$ cat src/rtl/iir_1_inv.sv
// ============================================================================
// Module   : iir_1_inv
// Purpose  : Inverse of the first-order IIR y(n) = x(n) + A*y(n-1); recovers
//            x(n) = y(n) - A*y(n-1) through a 3-stage pipeline.
// Options  : define IIR_1_INV_SAT_EN to clip x_out to [-128,127] and flag sat;
//            otherwise x_out wraps and sat is tied low.
// Revision : 1.0 - initial release
// ============================================================================
`default_nettype none

module iir_1_inv #(
  parameter logic signed [15:0] A = 16'sd1
) (
  input  logic                clk,
  input  logic                rst,
  input  logic                in_valid,
  input  logic signed [16:0]  y_in,
  output logic                out_valid,
  output logic signed [7:0]   x_out,
  output logic                sat
);

  logic signed [16:0] r_yh;
  logic signed [32:0] r_p1;
  logic signed [32:0] r_p2;
  logic signed [16:0] r_s1;
  logic signed [16:0] r_s2;
  logic               r_v1;
  logic               r_v2;

  logic signed [32:0] w_prod;
  logic signed [33:0] w_diff;
  logic signed [7:0]  w_x;
  logic               w_sat;

  // Both operands sign-extended to the full product width before multiplying.
  assign w_prod = $signed({{17{A[15]}}, A}) * $signed({{16{r_yh[16]}}, r_yh});
  assign w_diff = $signed({{17{r_s2[16]}}, r_s2}) - $signed({r_p2[32], r_p2});

`ifdef IIR_1_INV_SAT_EN
  always_comb begin
    w_x   = w_diff[7:0];
    w_sat = 1'b0;
    if (w_diff > 34'sd127) begin
      w_x   = 8'sd127;
      w_sat = 1'b1;
    end else if (w_diff < -34'sd128) begin
      w_x   = -8'sd128;
      w_sat = 1'b1;
    end
  end
`else
  logic w_unused;
  assign w_unused = &{1'b0, w_diff[33:8]};
  always_comb begin
    w_x   = w_diff[7:0];
    w_sat = 1'b0;
  end
`endif

  always_ff @(posedge clk) begin
    if (rst) begin
      r_yh      <= '0;
      r_p1      <= '0;
      r_s1      <= '0;
      r_p2      <= '0;
      r_s2      <= '0;
      r_v1      <= 1'b0;
      r_v2      <= 1'b0;
      out_valid <= 1'b0;
      x_out     <= '0;
      sat       <= 1'b0;
    end else begin
      // Valid bits always advance; data registers move only with their valid.
      r_v1      <= in_valid;
      r_v2      <= r_v1;
      out_valid <= r_v2;
      if (in_valid) begin
        r_p1 <= w_prod;
        r_s1 <= y_in;
        r_yh <= y_in;
      end
      if (r_v1) begin
        r_p2 <= r_p1;
        r_s2 <= r_s1;
      end
      if (r_v2) begin
        x_out <= w_x;
        sat   <= w_sat;
      end
    end
  end

endmodule

`default_nettype wire

$ cat config.mk
export PLATFORM = sky130hd
export DESIGN_NAME = iir_1_inv
export DESIGN_NICKNAME = d
export VERILOG_FILES = /design/src/rtl/iir_1_inv.sv
export SDC_FILE = /design/constraint.sdc
export NUM_CORES = 1
export LEC_CHECK = 0
export ABC_CLOCK_PERIOD_IN_PS = 2400
export CAP_MARGIN = 10
export CORE_MARGIN = 2
export CORE_UTILIZATION = 52
export DETAILED_ROUTE_END_ITERATION = 6
export PLACE_DENSITY = 0.82
export SETUP_SLACK_MARGIN = 0.05
export SLEW_MARGIN = 15
export SYNTH_ARGS = -nofsm -noshare
export SYNTH_HDL_FRONTEND = slang
export SYNTH_SLANG_ARGS = --single-unit
$ cat constraint.sdc
create_clock -name clk -period 2.4 [get_ports clk]
set_input_delay 0.48 -clock clk [delete_from_list [all_inputs] [get_ports clk]]
set_output_delay 0.48 -clock clk [all_outputs]
set_load 0.03 [all_outputs]
==> results of run 1 <==
## placed cells by master (no fill, tap or decap), types with 2 or more instances in the layout
master,count
a211oi_1,5
dfxtp_1,43
xnor2_1,2
o21ai_0,6
ha_1,7
nand3_1,3
mux2i_1,33
o21a_1,2
buf_4,4
nor3_1,2
nor2_1,39
a21oi_1,3
clkdlybuf4s50_1,19
nand2b_1,3
nor2b_1,4
inv_1,11
nand2_1,5
clkbuf_4,5
o211ai_1,2
## power by group through the flow
stage	logic (mW)	clock network [mW]	registers, mW
final	0.139	0.456	0.758
after global routing	0.154	0.498	0.762
after CTS	0.140	0.465	0.758
after detailed placement	0.140	0	0.774
after global placement	0.137	0	0.773
after floorplan	0.0970	0	0.774
## how the worst min path moves through the flow
stage                          startpoint               endpoint
finish              x_out[4]$_SDFFE_PP0P_  x_out[4]$_SDFFE_PP0P_
global route        x_out[4]$_SDFFE_PP0P_  x_out[4]$_SDFFE_PP0P_
CTS                 x_out[4]$_SDFFE_PP0P_  x_out[4]$_SDFFE_PP0P_
detailed placement  x_out[4]$_SDFFE_PP0P_  x_out[4]$_SDFFE_PP0P_
global placement    x_out[4]$_SDFFE_PP0P_  x_out[4]$_SDFFE_PP0P_
floorplan            r_p1[0]$_SDFFE_PP0P_   r_p1[0]$_SDFFE_PP0P_
## layer usage
metal | track usage | vias up | share of wire
li1 | - | 686 | -
met1 | 0.1957 | 585 | 0.49
met2 | 0.2750 | 21 | 0.45
met3 | 0.03750 | 7 | 0.031
met4 | 0.1060 | 0 | 0.029
met5 | 0 | - | 0
## flip-flops by register name, summed over array words and instances (netlist names)
register   cells
r_v2           1
r_p1           8
r_s2           8
r_p2           8
out_valid      1
x_out          8
r_v1           1
r_s1           8
## tightest hold or removal path, delay by kind of cell (launching register included)
family,cells,cell delay [ns]
AOI/OAI and AO/OA,1,0.06
DFF,1,0.33
and+or+nand+nor,1,0.06
## kinds of logic (layout without fill, tap and decap cells)
group | Yosys count | in the layout | synth area share
buffers and inverters | 22 | 42 | 0.05156
AO/OA/AOI/OAI | 24 | 24 | 0.08955
flip-flops | 43 | 43 | 0.4668
other | 1 | 1 | 0.002033
multiplexers | 33 | 33 | 0.1791
AND/OR/NAND/NOR | 59 | 59 | 0.1384
adder cells (fa/ha/maj) | 8 | 8 | 0.05834
XOR/XNOR | 3 | 3 | 0.01425
## layout make-up
type                            count  area, um2
Tap cell                           46      57.56
Timing Repair Buffer               23      220.2
Inverter                           11      41.29
Clock inverter                      3      43.79
Sequential cell                    43      860.8
Fill cell                         310       1214
Multi-Input combinational cell    128      888.4
Clock buffer                        5      37.54
==> results_dict.tcl, run 1 <==
set metrics [dict create \
    ant_nets 0 \
    critPathRequiredTime_ns 2.66 \
    dpl_cell_area_mm2 0.002068 \
    power_density_mw_per_mm2 629.6 \
    r2r_slack_ns 0.39 \
    synth_top_area_cell "dfxtp_1" \
    p_comb_frac 0.103 \
    vias_per_cell 5.015 \
    cp-startpoint "r_s2[0]$_SDFFE_PP0P_" \
    reg2reg_to "x_out[6]$_SDFFE_PP0P_" \
    crit_chain "inv_1, ha_1, inv_1, fa_1, a21o_1, a211oi_2, nor4_1, or3_1" \
    synth_edf_count 0 \
    drc 0 \
    wl_per_cell_um 11.51 \
    fmaxAchievable_ghz 0.4982 \
    swShare 0.2418 \
    max-cap-violations 0 \
    hold_viol 0 \
    io_pins 30 \
    diodes 0 \
    fin_util 0.6391 \
    power.switching_mw 0.3272 \
    fp.dieH_um 63.56 \
    gp_congestion 0.7873 \
    tns_ns 0 \
    place_ws_ns 0.4182 \
    dr_total_vias 1299 \
    setup_ws_ns 0.3929 \
    maxSlewHeadroom 0.6078 \
    whs_ns 0.4842 \
    worstSetupPathType "reg2reg" \
    cts_root_buf "clkbuf_4" \
    synth_most_common_cell "dfxtp_1" \
    path_delay_family "adder cells" \
    fin_crit_sh 0.8363 \
    critPathBufInv 2 \
    critPathArrivalTime_ns 2.26 \
    synth_warnings 0 \
    synth_cell_types 32 \
    hold_depth 2 \
    cts_setup_buffers 0 \
    synth.avg_cell_area_um2 9.556 \
    peakVddDrop_mv 0.5669 \
    ys_seq_elements 43 \
    cts_resized 0 \
    hpwl_um 2192 \
    cts_tree "done" \
    cpPeakStageDelay_ns 0.40 \
    rsz0062_at_grt "false" \
    worst_slew_pin_slew_ns 0.5875 \
    cts.clk_slew.worst_paths_ns 0.13 \
    initial_utilization 0.5484 \
    synth_top_area_frac 0.4668 \
    postSynth.asyncResetShare 0 \
    rows 21 \
    grt_usage 0.1673 \
    skew_ns 0.004314 \
    worstReg2RegStart "r_s2[0]$_SDFFE_PP0P_" \
    ys_top_cells_by_area "dfxtp_1 47%, mux2i_1 18%, nor2_1 7.9%, ha_1 4.7%, inv_1 2.2%" \
    cts_buffers 5 \
    yosys-top-cells-count "43 x dfxtp_1, 39 x nor2_1, 33 x mux2i_1" \
    clkPwrFrac 0.337 \
    ys_seq_area_frac 0.4668 \
    wl_um 2981 \
    endpoint "x_out[6]$_SDFFE_PP0P_" \
    drv_slew 0 \
    hold_buffers 0 \
    cts.sinks 43 \
    cts_buffer_depth 2 \
    grt_remaining_overflow 0 \
    power_mw 1.353 \
    htreeDepth 2 \
    worstSetupStartpointType "register" \
    grt_antenna_before_repair 0 \
    grt_pass1_vias 1216 \
    hp-class "reg2reg" \
    die_area_mm2 0.004039 \
    critical_path_depth 8 \
    core_mm2 0.003363 \
    netlist_instances 193 \
    nNetsFinal 240 \
    die_w_um 63.56 \
    crit_top_cell "inv_1" \
    drive_gt1_frac 0.06103 \
    netlist_area_mm2 0.001844 \
    p_leak_nw 0.8627 \
    p_int_mw 1.026 \
    post-route-min-period_ns 2.007 \
    end_kind "register" \
    final_cells 259 \
    portBuffers 19 \
    grt_pass1_wl_um 5250 \
    worstPathMaxFanout 3 \
    synth-main-ff-cell "dfxtp_1" \
    grt_max_degree 30 \
    status "complete, no violations" \
    area_growth_pct 16.55 \
    synth_nets 221 \
    dr.first_iter.drc_count 81 \
    setup_viol_count_final 0 \
    clock_latency_ns 0.36 \
    firstDrtPassIters 4 \
    crit_path_top_delay_cell "fa_1" \
    dp_cells 251 \
    final_cell_area_mm2 0.002150 \
    p_seq_frac 0.560 \
    reg2reg_depth 8 \
]
No activity file was read; power rests on OpenSTA's default activity.
==> run 2: changes to the inputs <==
--- a/config.mk
+++ b/config.mk
@@ -5,7 +5,7 @@
 export SDC_FILE = /design/constraint.sdc
 export NUM_CORES = 1
 export LEC_CHECK = 0
-export ABC_CLOCK_PERIOD_IN_PS = 2400
+export ABC_CLOCK_PERIOD_IN_PS = 2000
 export CAP_MARGIN = 10
 export CORE_MARGIN = 2
 export CORE_UTILIZATION = 52
==> constraint.sdc (replaced) <==
create_clock -name clk -period 2 [get_ports clk]
set_input_delay 0.4 -clock clk [delete_from_list [all_inputs] [get_ports clk]]
set_output_delay 0.4 -clock clk [all_outputs]
set_load 0.03 [all_outputs]
==> results_dict.tcl, run 2 (same netlist as run 1, synthesis figures left out) <==
set metrics [dict create \
    final_cells 260 \
    ant_nets 0 \
    rows 21 \
    grt_pass1_wl_um 5630 \
    dr_total_vias 1347 \
    dpl_cell_area_mm2 0.002068 \
    layout_commonest_cell "dfxtp_1" \
    cts.clk_slew.worst_paths_ns 0.12 \
    end_kind "register" \
    dr.first_iter.drc_count 99 \
    firstDrtPassIters 4 \
    initial_utilization 0.5484 \
    die_w_um 63.56 \
    peakVddDrop_mv 0.4112 \
    cts_buffer_depth 2 \
    hp-class "reg2reg" \
    htreeDepth 2 \
    cts_tree "done" \
    cts.sinks 43 \
    hold_viol 0 \
    max-cap-violations 0 \
    io_pins 30 \
    fmaxAchievable_ghz 0.5418 \
    hpwl_um 2249 \
    critPathRequiredTime_ns 2.24 \
    cts_buffers 5 \
    cts_root_buf "clkbuf_4" \
    die_area_mm2 0.004039 \
    rsz0062_at_grt "true" \
    drive_gt1_frac 0.08879 \
    diodes 0 \
    power_density_mw_per_mm2 692.3 \
    nFillCells 304 \
    final_cell_mix "41 x dfxtp_1, 39 x nor2_1, 33 x mux2i_1, 19 x clkdlybuf4s50_1, 9 x inv_1" \
    area_growth_pct 16.42 \
    p_leak_nw 0.8525 \
    final_cell_area_mm2 0.002147 \
    post-route-min-period_ns 1.846 \
    drv_slew 0 \
    critPathArrivalTime_ns 2.08 \
    worstPathMaxFanout 3 \
    grt_remaining_overflow 0 \
    fp.dieH_um 63.56 \
    drc 0 \
    tns_ns 0 \
    wl_per_cell_um 12.31 \
    grt_usage 0.1770 \
    dp_cells 251 \
    vias_per_cell 5.181 \
    portBuffers 19 \
    grt_antenna_before_repair 0 \
    wl_um 3200 \
    gp_congestion 0.7713 \
    fin_crit_sh 0.9229 \
    worstSetupStartpointType "register" \
    grt_max_degree 31 \
    status "complete, no violations" \
    nNetsFinal 241 \
    skew_ns 0.004351 \
    worstSetupPathType "reg2reg" \
    clock_latency_ns 0.34 \
    grt_pass1_vias 1296 \
    setup_viol_count_final 0 \
    core_mm2 0.003363 \
]
-- run 2: cell types whose count changed in the layout (fill, tap and decap cells not counted), moves of 2 or more --
cell	before	now
inv_1	11	9
dfxtp_1	43	41
dfxtp_2	0	2
inv_2	0	2
-- run 2: worst max-delay path, cell delays in order, from the launching register on --
cell,delay (ns)
dfxtp_2,0.34
inv_2,0.06
ha_4,0.13
inv_2,0.03
fa_2,0.34
a21o_1,0.19
a211oi_2,0.23
nor4_1,0.08
or3_1,0.34
-- run 2: area by class of cell --
cell class	instances	area [um2]	share of cell area
Sequential cell	43	863.3	0.4021
Multi-Input combinational cell	128	903.4	0.4207
Tap cell	46	57.56	0.02681
Clock inverter	2	12.51	0.005828
Clock buffer	6	41.29	0.01923
Inverter	11	41.29	0.01923
Timing Repair Buffer	24	227.7	0.1061
-- run 2: report_power, final --
group | switching [mW] | internal, mW
sequential | 0.0201 | 0.885
combinational | 0.0925 | 0.0858
clock | 0.267 | 0.136
-- run 2: metrics by stage --
stage	power [mW]	util	setup WS, ns	hold slack [ns]
final	1.486	0.6384	0.1542	0.4850
after global routing	1.562	0.6384	0.03904	0.5001
after CTS	1.494	0.6339	0.08184	0.4857
after detailed placement	1.099	0.6150	0.01312	0.4693
after global placement	1.093	0.6150	0.04386	0.4700
after floorplan	1.045	-	0.1497	0.4601
-- run 2: final timing paths --
check	startpoint	endpoint	slack [ns]	cells after the start
max	r_s2[0]$_SDFFE_PP0P_	x_out[6]$_SDFFE_PP0P_	0.15	8
min	x_out[0]$_SDFFE_PP0P_	x_out[0]$_SDFFE_PP0P_	0.49	2
max reg2reg	r_s2[0]$_SDFFE_PP0P_	x_out[6]$_SDFFE_PP0P_	0.15	8
min reg2reg	x_out[0]$_SDFFE_PP0P_	x_out[0]$_SDFFE_PP0P_	0.49	2
-- run 2: layer usage --
layer | track usage | vias up | wire length (um)
met1 | 0.2157 | 607 | 1449
met5 | 0 | - | 0
li1 | - | 693 | -
met2 | 0.2947 | 38 | 1544
met4 | 0.08696 | 0 | 72
met3 | 0.03750 | 9 | 134
-- run 2: repair_timing --
item                                    in CTS  in global routing
hold buffers                                 0                  0
setup buffers                                1                  0
pin swaps                                    1                  1
endpoints found under the setup margin       1                  1
resized for setup                            1                  6
==> run 3: changes to the inputs <==
--- a/config.mk
+++ b/config.mk
@@ -6,7 +6,6 @@
 export NUM_CORES = 1
 export LEC_CHECK = 0
 export ABC_CLOCK_PERIOD_IN_PS = 2000
-export CAP_MARGIN = 10
 export CORE_MARGIN = 2
 export CORE_UTILIZATION = 52
 export DETAILED_ROUTE_END_ITERATION = 6
==> results of run 3 <==
Final layout, timing and power as in run 2 (identical DEF).
